==> src/rtl/change_dispenser_if.sv <==
// rtl/change_dispenser_if.sv - payout command, chute sensor and solenoid/status signals
interface change_dispenser_if #(
   parameter int CNT_W = 8
);
   logic             in_load;
   logic [CNT_W-1:0] in_change_1;
   logic [CNT_W-1:0] in_change_05;
   logic [CNT_W-1:0] in_change_025;
   logic             in_coin_sensed;
   logic             in_clear;
   logic             out_eject_1;
   logic             out_eject_05;
   logic             out_eject_025;
   logic             out_busy;
   logic             out_done;
   logic             out_fault;
   logic [CNT_W+1:0] out_remaining;

   modport master (
      output in_load, in_change_1, in_change_05, in_change_025, in_coin_sensed, in_clear,
      input  out_eject_1, out_eject_05, out_eject_025, out_busy, out_done, out_fault,
             out_remaining
   );

   modport slave (
      input  in_load, in_change_1, in_change_05, in_change_025, in_coin_sensed, in_clear,
      output out_eject_1, out_eject_05, out_eject_025, out_busy, out_done, out_fault,
             out_remaining
   );
endinterface

==> src/rtl/change_dispenser.sv <==
// rtl/change_dispenser.sv - pays out latched coin counts one solenoid pulse at a time
module change_dispenser #(
   parameter int CNT_W       = 8,
   parameter int PULSE_CYC   = 4,
   parameter int GAP_CYC     = 2,
   parameter int TIMEOUT_CYC = 255
) (
   input logic              in_clka,
   input logic              in_restart_n,
   change_dispenser_if.slave bus
);
   localparam int RW   = CNT_W + 2;
   localparam int TMAX = (TIMEOUT_CYC > PULSE_CYC)
                         ? ((TIMEOUT_CYC > GAP_CYC) ? TIMEOUT_CYC : GAP_CYC)
                         : ((PULSE_CYC > GAP_CYC) ? PULSE_CYC : GAP_CYC);
   localparam int TW   = $clog2(TMAX + 1);

   typedef enum logic [2:0] {S_IDLE, S_EJECT, S_WAIT_SENSE, S_GAP, S_DONE, S_FAULT} state_t;
   typedef enum logic [1:0] {D_1, D_05, D_025} denom_t;

   state_t           state_q, state_d;
   denom_t           sel_q, sel_d;
   logic [CNT_W-1:0] cnt_1_q, cnt_1_d, cnt_05_q, cnt_05_d, cnt_025_q, cnt_025_d;
   logic [TW-1:0]    timer_q, timer_d;
   logic             flag_q, flag_d;
   logic             count_coin;
   logic             eject_1_q, eject_1_d, eject_05_q, eject_05_d, eject_025_q, eject_025_d;
   logic             busy_q, busy_d, done_q, done_d, fault_q, fault_d;
   logic [RW-1:0]    remaining_q, remaining_d;

   function automatic denom_t pick(input logic [CNT_W-1:0] c1, input logic [CNT_W-1:0] c05);
      if (c1 != '0)       return D_1;
      else if (c05 != '0) return D_05;
      else                return D_025;
   endfunction

   always_comb begin
      state_d    = state_q;
      sel_d      = sel_q;
      cnt_1_d    = cnt_1_q;
      cnt_05_d   = cnt_05_q;
      cnt_025_d  = cnt_025_q;
      timer_d    = timer_q;
      flag_d     = flag_q;
      count_coin = 1'b0;
      case (state_q)
         S_IDLE: begin
            if (bus.in_load) begin
               cnt_1_d   = bus.in_change_1;
               cnt_05_d  = bus.in_change_05;
               cnt_025_d = bus.in_change_025;
               timer_d   = '0;
               flag_d    = 1'b0;
               if ((bus.in_change_1 | bus.in_change_05 | bus.in_change_025) == '0) begin
                  state_d = S_DONE;
               end else begin
                  sel_d   = pick(bus.in_change_1, bus.in_change_05);
                  state_d = S_EJECT;
               end
            end
         end
         S_EJECT: begin
            flag_d  = flag_q | bus.in_coin_sensed;
            timer_d = timer_q + TW'(1);
            if (timer_q == TW'(PULSE_CYC - 1)) begin
               timer_d = '0;
               if (flag_d) begin
                  count_coin = 1'b1;
                  state_d    = S_GAP;
               end else begin
                  state_d    = S_WAIT_SENSE;
               end
            end
         end
         S_WAIT_SENSE: begin
            timer_d = timer_q + TW'(1);
            if (bus.in_coin_sensed) begin
               count_coin = 1'b1;
               timer_d    = '0;
               state_d    = S_GAP;
            end else if (timer_q == TW'(TIMEOUT_CYC - 1)) begin
               timer_d = '0;
               state_d = S_FAULT;
            end
         end
         S_GAP: begin
            timer_d = timer_q + TW'(1);
            if (timer_q == TW'(GAP_CYC - 1)) begin
               timer_d = '0;
               flag_d  = 1'b0;
               if ((cnt_1_q | cnt_05_q | cnt_025_q) == '0) begin
                  state_d = S_DONE;
               end else begin
                  sel_d   = pick(cnt_1_q, cnt_05_q);
                  state_d = S_EJECT;
               end
            end
         end
         S_DONE:  state_d = S_IDLE;
         S_FAULT: state_d = S_FAULT;
         default: state_d = S_IDLE;
      endcase

      // A coin is credited exactly once, at the point its sensing is resolved
      if (count_coin) begin
         case (sel_q)
            D_1:     if (cnt_1_q != '0)   cnt_1_d   = cnt_1_q - CNT_W'(1);
            D_05:    if (cnt_05_q != '0)  cnt_05_d  = cnt_05_q - CNT_W'(1);
            default: if (cnt_025_q != '0) cnt_025_d = cnt_025_q - CNT_W'(1);
         endcase
      end

      if (bus.in_clear) begin
         state_d   = S_IDLE;
         cnt_1_d   = '0;
         cnt_05_d  = '0;
         cnt_025_d = '0;
         timer_d   = '0;
         flag_d    = 1'b0;
      end

      eject_1_d   = (state_d == S_EJECT) && (sel_d == D_1);
      eject_05_d  = (state_d == S_EJECT) && (sel_d == D_05);
      eject_025_d = (state_d == S_EJECT) && (sel_d == D_025);
      busy_d      = (state_d == S_EJECT) || (state_d == S_WAIT_SENSE) || (state_d == S_GAP);
      done_d      = (state_d == S_DONE);
      fault_d     = (state_d == S_FAULT);
      remaining_d = RW'(cnt_1_d) + RW'(cnt_05_d) + RW'(cnt_025_d);
   end

   always_ff @(posedge in_clka or negedge in_restart_n) begin
      if (!in_restart_n) begin
         state_q     <= S_IDLE;
         sel_q       <= D_1;
         cnt_1_q     <= '0;
         cnt_05_q    <= '0;
         cnt_025_q   <= '0;
         timer_q     <= '0;
         flag_q      <= 1'b0;
         eject_1_q   <= 1'b0;
         eject_05_q  <= 1'b0;
         eject_025_q <= 1'b0;
         busy_q      <= 1'b0;
         done_q      <= 1'b0;
         fault_q     <= 1'b0;
         remaining_q <= '0;
      end else begin
         state_q     <= state_d;
         sel_q       <= sel_d;
         cnt_1_q     <= cnt_1_d;
         cnt_05_q    <= cnt_05_d;
         cnt_025_q   <= cnt_025_d;
         timer_q     <= timer_d;
         flag_q      <= flag_d;
         eject_1_q   <= eject_1_d;
         eject_05_q  <= eject_05_d;
         eject_025_q <= eject_025_d;
         busy_q      <= busy_d;
         done_q      <= done_d;
         fault_q     <= fault_d;
         remaining_q <= remaining_d;
      end
   end

   assign bus.out_eject_1   = eject_1_q;
   assign bus.out_eject_05  = eject_05_q;
   assign bus.out_eject_025 = eject_025_q;
   assign bus.out_busy      = busy_q;
   assign bus.out_done      = done_q;
   assign bus.out_fault     = fault_q;
   assign bus.out_remaining = remaining_q;
endmodule

==> src/flat_wrapper.sv <==
// flat-port wrapper written by rule: the top's interface ports become plain ports
module change_dispenser_flat 
#(
   parameter int CNT_W       = 8,
   parameter int PULSE_CYC   = 4,
   parameter int GAP_CYC     = 2,
   parameter int TIMEOUT_CYC = 255
)
  (in_clka, in_restart_n, bus_in_load, bus_in_change_1, bus_in_change_05, bus_in_change_025, bus_in_coin_sensed, bus_in_clear, bus_out_eject_1, bus_out_eject_05, bus_out_eject_025, bus_out_busy, bus_out_done, bus_out_fault, bus_out_remaining);
  change_dispenser_if #(.CNT_W(CNT_W)) bus_i ();
  input logic in_clka;
  input logic in_restart_n;
  input wire logic [$bits(bus_i.in_load)-1:0] bus_in_load;
  input wire logic [$bits(bus_i.in_change_1)-1:0] bus_in_change_1;
  input wire logic [$bits(bus_i.in_change_05)-1:0] bus_in_change_05;
  input wire logic [$bits(bus_i.in_change_025)-1:0] bus_in_change_025;
  input wire logic [$bits(bus_i.in_coin_sensed)-1:0] bus_in_coin_sensed;
  input wire logic [$bits(bus_i.in_clear)-1:0] bus_in_clear;
  output wire logic [$bits(bus_i.out_eject_1)-1:0] bus_out_eject_1;
  output wire logic [$bits(bus_i.out_eject_05)-1:0] bus_out_eject_05;
  output wire logic [$bits(bus_i.out_eject_025)-1:0] bus_out_eject_025;
  output wire logic [$bits(bus_i.out_busy)-1:0] bus_out_busy;
  output wire logic [$bits(bus_i.out_done)-1:0] bus_out_done;
  output wire logic [$bits(bus_i.out_fault)-1:0] bus_out_fault;
  output wire logic [$bits(bus_i.out_remaining)-1:0] bus_out_remaining;
  assign bus_i.in_load = bus_in_load;
  assign bus_i.in_change_1 = bus_in_change_1;
  assign bus_i.in_change_05 = bus_in_change_05;
  assign bus_i.in_change_025 = bus_in_change_025;
  assign bus_i.in_coin_sensed = bus_in_coin_sensed;
  assign bus_i.in_clear = bus_in_clear;
  assign bus_out_eject_1 = bus_i.out_eject_1;
  assign bus_out_eject_05 = bus_i.out_eject_05;
  assign bus_out_eject_025 = bus_i.out_eject_025;
  assign bus_out_busy = bus_i.out_busy;
  assign bus_out_done = bus_i.out_done;
  assign bus_out_fault = bus_i.out_fault;
  assign bus_out_remaining = bus_i.out_remaining;
  change_dispenser #(.CNT_W(CNT_W), .PULSE_CYC(PULSE_CYC), .GAP_CYC(GAP_CYC), .TIMEOUT_CYC(TIMEOUT_CYC)) u_core (.in_clka(in_clka), .in_restart_n(in_restart_n), .bus(bus_i));
endmodule
==> config.mk <==
export PLATFORM = sky130hd
export DESIGN_NAME = change_dispenser_flat
export DESIGN_NICKNAME = d
export VERILOG_FILES = /design/src/rtl/change_dispenser_if.sv /design/src/rtl/change_dispenser.sv /design/src/flat_wrapper.sv
export SDC_FILE = /design/constraint.sdc
export NUM_CORES = 1
export LEC_CHECK = 0
export CORE_UTILIZATION = 51
export CTS_CLUSTER_DIAMETER = 30
export DETAILED_ROUTE_END_ITERATION = 10
export GPL_ROUTABILITY_DRIVEN = 0
export GPL_TIMING_DRIVEN = 0
export PLACE_DENSITY_LB_ADDON = 0.05
export SLEW_MARGIN = 20
export SYNTH_ARGS = -nofsm -noshare
export SYNTH_HDL_FRONTEND = slang
export SYNTH_SLANG_ARGS = --single-unit
==> constraint.sdc <==
create_clock -name in_clka -period 4.36 [get_ports in_clka]
set_input_delay 0.872 -clock in_clka [delete_from_list [all_inputs] [get_ports in_clka]]
set_output_delay 0.872 -clock in_clka [all_outputs]
set_load 0.005 [all_outputs]
==> flow_metrics.py <==
metrics = {
    "run_status": {
        "status": "complete, but fails checks",
        "violations": "negative setup slack",
    },
    "drt": {
        "viasPerCell": 6.232,
        "drc": 0,
        "drt-wirelength-per-cell_um": 17.36,
        "drt_pre_antenna_iters": 5,
        "antenna_left": 0,
        "routed_wl_mm": 10.15,
        "via_count": 3646,
        "drt_iter0_drc": 332,
    },
    "power": {
        "power-per-cell-area_mw_per_mm2": 282.7,
        "peakVddDrop_mv": 0.1882,
        "power.static_leakage_nw": 1.980,
    },
    "timing": {
        "clock-skew-final_ps": 7.240,
        "setup_viol": 3,
        "slew_viol_final": 0,
        "tns_ps": -88.19,
        "tightest_slew_ps": 962.2,
        "fin_crit_sh_pct": 101.6,
        "finalHoldViolCount": 0,
        "period_minus_slack_ps": 4429,
        "worst_slew_margin_rel_pct": 35.26,
        "rsz0062_at_grt": "yes",
        "worst_slack_ps": -68.88,
        "clock.fmax_mhz": 225.8,
    },
    "worst_setup_path": {
        "arrival_ps": 4590,
        "worst_setup_path_end_kind": "flop",
        "crit_required_ps": 4520,
        "critPathKind": "flop to flop",
        "r2r_end": "u_core.bus.out_remaining[8]",
        "rrSetupSlack_ps": -70,
        "rr_worst_depth": 21,
        "cp_max_fo": 6,
        "rr_startpoint": "u_core.timer_q[1]",
        "start_kind": "flop",
    },
    "placement": {
        "placed_area_mm2": 0.004239,
        "placed_cells": 551,
        "port_buffers": 44,
        "place_hpwl_mm": 7.072,
    },
    "clock_tree": {
        "cts_sinks": 54,
        "cts_buffer_depth": 2,
        "cts_tree": "done",
        "hold_buffers": 0,
        "clk_pin_slew_ps": 90,
        "root_buffer": "clkbuf_8",
        "clk_latency_ps": 300,
        "cts_buffers": 5,
        "cts.htree.levels": 2,
    },
    "global_routing": {
        "use_met2_pct": 45.82,
        "met3_usage_pct": 4.857,
        "grt_max_degree": 55,
        "grt_use_total_pct": 27.12,
        "grt_util_met1_pct": 35.58,
        "grt_pass1_wl_mm": 15.93,
        "grt_pass1_vias": 3461,
        "top_usage_layer": "met2",
        "grt_antenna_before_repair": 0,
        "grt-ovfl-total": 0,
    },
    "synth": {
        "syn_area_mm2": 0.003657,
        "syn_inst": 411,
        "ys.flop_type": "dfrtp_1",
        "synth_nets": 464,
        "yosys_warnings": 0,
        "syn_avg_cell_area_um2": 8.898,
        "synth_cell_types": 60,
        "ys_ff_latch": 54,
        "synth_edf_count": 0,
        "synth_seq_area_share_pct": 36.95,
        "async_flop_share_pct": 100.0,
    },
    "cells_and_area": {
        "num_antenna_cells": 0,
        "syn2layout_area_growth_pct": 29.42,
        "drive_gt1_share_pct": 18.20,
        "final_cell_area_mm2": 0.004733,
        "utilization_pct": 68.91,
        "fin_nets": 541,
        "final-instance-count-excl-fill": 585,
        "final.fill_count": 574,
    },
    "worst_hold_path": {
        "whs_endpoint": "u_core.timer_q[7]",
        "holdPathStages": 1,
        "hp-start": "u_core.timer_q[7]",
        "hold_class": "flop to flop",
    },
    "floorplan": {
        "io-pin-count": 45,
        "coreArea_mm2": 0.006869,
        "rows": 30,
        "dieArea_mm2": 0.007513,
        "die_y_um": 86.68,
        "floorplan.initialDensity_pct": 53.24,
        "die_w_um": 86.68,
    },
    "run": {
        "maxCapViolCount": 0,
    },
}
==> state kept, by name, summed over array words and instances, names as in the netlist <==
name,flops
u_core.bus.out_done,1
u_core.cnt_025_q,8
u_core.bus.out_remaining,10
u_core.flag_q,1
u_core.bus.out_eject_05,1
u_core.bus.out_busy,1
u_core.cnt_05_q,8
u_core.state_q,3
u_core.bus.out_eject_025,1
u_core.cnt_1_q,8
u_core.bus.out_eject_1,1
u_core.sel_q,2
u_core.bus.out_fault,1
u_core.timer_q,8
==> power by group <==
group	switching, W	leakage, nW	internal, W	total [W]
sequential	0.0000325	0.715	0.000549	0.000582
combinational	0.000250	1.22	0.000215	0.000465
clock	0.000163	0.0482	0.000129	0.000291
==> stage by stage <==
step	worst slack (ps)	power, W	hold WS [ps]
final	-68.88	0.001338	525.0
after global routing	-195.0	0.001408	568.1
after CTS	12.50	0.001310	531.7
after detailed placement	-1168	0.001000	496.7
after global placement	-1073	0.0009913	494.8
after floorplan	7.630	0.0008329	469.0
==> kinds of logic after synthesis <==
family          share of synthesized area, %
xor+xnor                               4.550
simple gates                           24.39
compound gates                         21.72
mux                                   0.8895
flops                                  36.95
fa+ha+maj                              8.621
buf+inv                                2.874
==> layout by cell type (no fill, tap or decap), drive strengths merged, types with 16 or more instances in the layout <==
master         netlist  routed
dfrtp               54      54
clkdlybuf4s50        0      41
nor2                33      33
nand2               32      32
buf                  3      31
a21oi               25      25
o21ai               23      23
nor3                22      22
ha                  22      22
nand3               16      16
clkbuf              10      16
==> synth_stat cells (all sizes together), types with 2 or more instances <==
cell,number,area [µm²]
dfrtp,54,1351
nor2,33,123.9
nand2,32,120.1
a21oi,25,125.1
o21ai,23,115.1
ha,22,275.3
nor3,22,110.1
nand3,16,80.08
inv,14,52.55
nor4,14,102.6
xnor2,13,113.9
a211oi,12,90.09
clkbuf,10,37.54
nor2b,10,62.56
a31oi,8,56.30
and2,7,43.79
nand2b,6,37.54
xor2,6,52.55
a21o,5,37.54
a32oi,5,43.79
nand4,5,31.28
o31ai,5,37.54
a311oi,4,35.03
and3,4,26.28
nor3b,4,35.03
o21a,4,30.03
o311ai,4,42.55
a22oi,3,22.52
buf,3,15.01
o41ai,3,26.28
or2,3,21.27
or3,3,18.77
fa,2,40.04
mux2,2,22.52
nand3b,2,15.01
o211ai,2,15.01
o22ai,2,12.51
o2bb2ai,2,17.52
o31a,2,17.52
or4,2,15.01
==> per-layer routing <==
layer	part of all wire [%]	vias to the layer above	wire length, µm
li1	-	1698	-
met1	43	1757	4319
met2	48	170	4879
met3	8.0	21	812
met4	1.4	0	142
met5	0	-	0
==> worst max path at each step <==
stage,endpoint,start
floorplan,u_core.bus.out_remaining[8],u_core.timer_q[2]
global placement,u_core.bus.out_remaining[8],bus_in_load
detailed placement,u_core.bus.out_remaining[8],bus_in_load
CTS,u_core.bus.out_remaining[8],u_core.timer_q[1]
global route,u_core.bus.out_remaining[8],u_core.timer_q[1]
finish,u_core.bus.out_remaining[8],u_core.timer_q[1]
==> repair_timing <==
action | CTS | global route
endpoints found under the setup margin | 6 | 4
pin swaps | 10 | 7
gates resized for setup | 31 | 22
setup buffers | 17 | 11
cloned | 0 | 1
endpoints found under the hold margin | 0 | 0
==> worst max-delay path, cell delays in order, from the launching register on <==
cell and delay, ps:
dfrtp_2 440, ha_4 180, and4bb_2 260, a31oi_4 250
a2bb2oi_4 280, buf_8 160, o21ai_0 110, o21ai_0 120
a21oi_2 120, ha_2 200, fa_2 400, a21o_1 170
a21oi_2 140, nor2b_1 60, o21a_1 190, nor2_1 110
xnor2_1 160, ha_1 280, or2_4 270, a21oi_4 160
a21oi_1 80, xnor2_1 150
==> area by class of cell <==
| class | instances | area (µm²) | share of cell area, % |
|---|---|---|---|
| Clock inverter | 1 | 5.005 | 0.1057 |
| Multi-Input combinational cell | 330 | 2364 | 49.93 |
| Tap cell | 96 | 120.1 | 2.538 |
| Buffer | 10 | 67.56 | 1.427 |
| Sequential cell | 54 | 1359 | 28.71 |
| Inverter | 14 | 52.55 | 1.110 |
| Clock buffer | 7 | 86.33 | 1.824 |
| Timing Repair Buffer | 73 | 679.4 | 14.35 |
(Power assumes the default switching activity.)
==> RTL change 1: new RTL, config.mk and constraints unchanged <==
`CNT_W` is set to 8 in 3 places; all go to 10.
--- a/src/rtl/change_dispenser_if.sv
+++ b/src/rtl/change_dispenser_if.sv
@@ -2,3 +2,3 @@
 interface change_dispenser_if #(
-   parameter int CNT_W = 8
+   parameter int CNT_W = 10
 );
--- a/src/rtl/change_dispenser.sv
+++ b/src/rtl/change_dispenser.sv
@@ -2,3 +2,3 @@
 module change_dispenser #(
-   parameter int CNT_W       = 8,
+   parameter int CNT_W       = 10,
    parameter int PULSE_CYC   = 4,
--- a/src/flat_wrapper.sv
+++ b/src/flat_wrapper.sv
@@ -3,3 +3,3 @@
 #(
-   parameter int CNT_W       = 8,
+   parameter int CNT_W       = 10,
    parameter int PULSE_CYC   = 4,
Ports: changed (resized bus_in_change_025, bus_in_change_05, bus_in_change_1 and bus_out_remaining); port bits go from 45 to 53. No check against the original RTL was run, so the function may have changed too.
==> RTL change 1 against the original RTL <==
- via count up 13%
- clock power up 84%
- count of clock-buffer cells in the layout up 3
- cell area up 17%
- sequential cell count up 8
- area after synthesis up 17%
- worst setup slack better by 140 ps
- hold slack worse by 140 ps
- total power up 22%
- wire length up 19%
- final cell count up 13%
- first-iteration DRC count down 23%
==> RTL change 1: results (changes against the original RTL) <==
status=completed; Leak=0.00229 uW (+16%); post-synth net total=542 (+17%); Cells after Synth=477 (+16%); largest net degree at the start of global routing=46 (-16%); Adder-Cell Fraction of Synth Area=9.10% (+0.48 points); synth top area cells=dfrtp_1 (36%), ha_1 (8.2%), nor2_1 (4.6%); worst-path fanout max=6 (unchanged); Slew @ Worst Pin=826 ps (-136 ps); Num CTS Buffers=9 (+4); # fillers=642 (+12%); Vias=4113 (+13%); nets=616 (+14%); post-synthesis mux area share=0.992% (+0.10 points); Clock Root Buffer=clkbuf_8; crit path from=u_core.timer_q[0]; Port-buffer cells=51 (+16%); Inst Count DP=634 (+15%); Cell variety after synth=66 (+10%); max reg flops=12 (+2); Overall Global Routing Usage=28.4% (+1.3 points); Initial DRC Count=257 (-23%); drt total wl=12100 um (+19%); wire length per cell=18.2 um (+5.2%); detailed placement HPWL=8700 um (+23%); first-pass GRT wire length=19000 um (+19%); Synth Area in Compound Gates=20.9% (-0.81 points); Worst VDD drop=181 uV (-4.1%); clock skew=11.0 ps (+3.78 ps); Synth Area in XOR/XNOR=4.49% (-0.058 points); vias in the first global route=3896 (+13%); Hold WC Path Type=input port to asynchronous set/reset pin; share of cells above drive strength 1=19.8% (+1.6 points); clock latency on the worst-skew pair=350 ps (+50 ps); DR pass1 iterations=5 (unchanged); Seq/Total Area, Yosys=36.2% (-0.78 points); htree depth=3 (+1); critical path's slowest cell=dfrtp_2; top cells by count, synth=dfrtp_1 (62), nor2_1 (52), nand2_1 (46), ha_1 (28), a21oi_1 (21); dpl ws=-1260 ps (-97.0 ps); CP Data Arrival Time=4530 ps (-60 ps)
==> RTL change 1: changes by cell type after synthesis, sizes merged, moves of 8 or more <==
cell,delta
nor2,+19
nand2,+14
nor2b,-9
dfrtp,+8
==> RTL change 1: layer usage <==
layer  vias up  part of all wire [%]  global-route usage [%]
li1       1939                     -                       -
met2       152                    49                    47.0
met4         0                   1.7                    10.8
met1      2002                    43                    37.5
met3        20                   6.1                    4.13
met5         -                     0                       0
==> RTL change 1: logic make-up (layout without fill, tap and decap cells) <==
| group | after synthesis | in the layout |
|---|---|---|
| flops | 62 | 62 |
| fa+ha+maj | 30 | 30 |
| compound gates | 126 | 126 |
| buf+inv | 31 | 110 |
| mux | 4 | 4 |
| xor+xnor | 22 | 22 |
| simple gates | 202 | 202 |
==> RTL change 1: per-stage QoR <==
step,util (%),cell area [um^2]
final,67.7,5540
after global routing,67.7,5540
after CTS,65.9,5380
after detailed placement,60.8,4970
after global placement,60.5,4950
after floorplan,-,4310
==> RTL change 1: repair_timing <==
action	4_1_cts	5_1_grt
resized for setup	40	29
endpoints found under the setup margin	7	4
buffers inserted	10	3
pin swaps	16	14
==> RTL change 1: where the power goes <==
part	switching [uW]	total, uW	internal [uW]
Sequential	36.5	657	620
Clock	254	536	282
Combinational	228	435	207
==> RTL change 1: worst paths after layout <==
kind                            slack [ps]                           end  cells past startpoint
worst max-delay path                    80  u_core.bus.out_remaining[11]                     19
max in group asynchronous             3470           u_core.cnt_025_q[5]                      2
worst min-delay path                   380             u_core.timer_q[7]                      1
worst max register to register          80  u_core.bus.out_remaining[11]                     19
worst min register to register         540             u_core.timer_q[4]                      1
min in group in_clka                   540             u_core.timer_q[4]                      1
==> RTL change 1: layout make-up <==
class | count | area (um^2) | area share (%)
Inverter | 16 | 60.1 | 1.08
Buffer | 13 | 82.6 | 1.49
Clock buffer | 10 | 138 | 2.49
Multi-Input combinational cell | 384 | 2870 | 51.8
Sequential cell | 62 | 1560 | 28.1
Tap cell | 105 | 131 | 2.37
Timing Repair Buffer | 65 | 631 | 11.4
Clock inverter | 6 | 70.1 | 1.27
==> RTL change 2: new RTL, config.mk and constraints unchanged <==
Without the edit above. The 6 states of `state_t` get a Gray code encoding in 3 bits.
--- a/src/rtl/change_dispenser.sv
+++ b/src/rtl/change_dispenser.sv
@@ -17,3 +17,3 @@
 
-   typedef enum logic [2:0] {S_IDLE, S_EJECT, S_WAIT_SENSE, S_GAP, S_DONE, S_FAULT} state_t;
+   typedef enum logic [2:0] {S_IDLE = 3'b000, S_EJECT = 3'b001, S_WAIT_SENSE = 3'b011, S_GAP = 3'b010, S_DONE = 3'b110, S_FAULT = 3'b111} state_t;
    typedef enum logic [1:0] {D_1, D_05, D_025} denom_t;
Formal check against the unedited RTL: no difference found for any inputs over 4 cycles, from zero or initial values; so few cycles prove little.
==> RTL change 2 against the original RTL <==
- total power down 9.8%
- area after synthesis up 2.7%
- cell area down 0.21%
- count of clock-buffer cells in the layout unchanged
- worst setup slack better by 200 ps
- sequential cell count unchanged
- wire length down 3.0%
- clock power up 2%
- sequential share of layout area about the same
- final cell count down 1.0%
==> RTL change 2: results (changes against the original RTL) <==
status=completed; max reg flops=10 (unchanged); share of cells above drive strength 1=17.4% (-0.81 points); top cells by count, synth=dfrtp_1 (54), nand2_1 (49), nor2_1 (40), ha_1 (24); Seq/Total Area, Yosys=36.0% (-0.96 points); r2r setup slk=130 ps (+200 ps); Int Pwr=831 uW (-6.9%); nets=537 (-0.74%); Num CTS Buffers=5 (unchanged); clock buffer depth=2 (unchanged); worst-path fanout max=6 (unchanged); met1 WL=4260 um (-1.5%); worst setup path class=flip-flop to flip-flop; synth top area cells=dfrtp_1 (36%), ha_1 (8.0%), nand2_1 (4.9%); Hold WC Path Type=flip-flop to flip-flop; kind of cell adding the most delay to the critical path=compound AO/OA/AOI/OAI gates; Ant. Diodes=0 (unchanged); Leak=0.00200 uW (+1.1%); Port-buffer cells=43 (-2.3%); largest net degree at the start of global routing=55 (unchanged); Worst VDD drop=169 uV (-10%); Cell variety after synth=70 (+17%); max incr delay on CP=460 ps (+20 ps); ys async rst share=100% (unchanged); met3 routed WL=616 um (-24%); clock latency on the worst-skew pair=310 ps; highest routed layer=met4; Placed Area=0.00430 mm^2 (+1.5%); DR pass1 iterations=6 (+1); vias in the first global route=3190 (-7.8%); Slew @ Worst Pin=779 ps (-183 ps); Vias/cell=6.07 (-2.6%); post-synth net total=473 (+1.9%); Inst Count DP=557 (+1.1%); cells on worst reg2reg path=19 (-9.5%); first-pass GRT wire length=15400 um (-3.5%); CP Data Arrival Time=4420 ps (-170 ps); Initial DRC Count=233 (-30%); htree depth=2 (unchanged); non-filler instance count after layout=579 (-1.0%); clock skew=5.89 ps (-1.35 ps); FF-to-FF End=u_core.bus.out_remaining[8]; Mapped Avg Cell Area=8.98 um^2 (+0.95%); detailed placement HPWL=7140 um (+1.0%); drt total wl=9850 um (-3.0%); met2 WL=4840 um (-0.80%); Overall Global Routing Usage=26.1% (-1.0 points); CTS clk-pin slew, worst paths=100 ps; Synthesis Warnings=0 (unchanged); RR Startpoint=u_core.timer_q[3]
## RTL change 2: final cells by class
type / count / area, um^2
Sequential cell: 54 / 1360
Tap cell: 96 / 120
Multi-Input combinational cell: 334 / 2470
Inverter: 14 / 52.6
Fill cell: 560 / 2220
Timing Repair Buffer: 60 / 557
Clock buffer: 7 / 86.3
Buffer: 13 / 72.6
Clock inverter: 1 / 5.00
## RTL change 2: worst min-delay path by stage
stage | start | to | depth (start not counted)
final | u_core.cnt_025_q[0] | u_core.cnt_025_q[0] | 1
after global routing | u_core.cnt_025_q[0] | u_core.cnt_025_q[0] | 1
after CTS | u_core.cnt_025_q[0] | u_core.cnt_025_q[0] | 1
after detailed placement | u_core.cnt_025_q[0] | u_core.cnt_025_q[0] | 1
after global placement | u_core.cnt_025_q[0] | u_core.cnt_025_q[0] | 1
after floorplan | u_core.cnt_025_q[0] | u_core.cnt_025_q[0] | 1
## RTL change 2: per-layer routing
layer	vias up	track usage [%]
li1	1687	-
met1	1678	34.8
met2	134	43.8
met3	14	4.05
met4	0	7.60
met5	-	0
## RTL change 2: worst reg2reg max path, stage by stage, from the launching register on
cell,delay (ps)
dfrtp_2,460
nor4_4,380
a31oi_4,150
nor3_4,270
nand3b_4,160
buf_8,160
buf_4,150
nor2_1,170
a311oi_4,90
ha_1,320
a21o_1,160
a21oi_2,150
nor2b_1,70
o21a_1,190
o41a_1,340
xor2_1,170
ha_1,360
a21oi_4,160
a21oi_1,60
xnor2_1,130
## RTL change 2: per-stage QoR
step,worst slack [ps],hold slack [ps]
after floorplan,55.9,476
after global placement,-1120,511
after detailed placement,-1100,516
after CTS,-64.0,530
after global routing,-20.4,571
final,133,536
## RTL change 2: cell families (layout without fill, tap and decap cells)
| logic type | Yosys count | count (layout) | share of synthesized area, % |
|---|---|---|---|
| buffers and inverters | 30 | 95 | 3.23 |
| AO/OA/AOI/OAI | 107 | 107 | 20.5 |
| multiplexers | 1 | 1 | 0.300 |
| AND/OR/NAND/NOR | 181 | 181 | 26.5 |
| adder cells (fa/ha/maj) | 26 | 26 | 9.06 |
| XOR/XNOR | 19 | 19 | 4.43 |
| flip-flops | 54 | 54 | 36.0 |
## RTL change 2: power by group through the flow
stage                     Clock, uW  Combinational [uW]  Sequential, uW
after floorplan                   0                 179             567
after global placement            0                 303             568
after detailed placement          0                 308             569
after CTS                       305                 320             560
after global routing            320                 382             564
final                           297                 350             560
## RTL change 2: timing repair
item | 4_1_cts | 5_1_grt
setup endpoints to repair | 5 | 4
gates resized for setup | 22 | 33
setup buffers | 4 | 13
pin swaps | 5 | 22
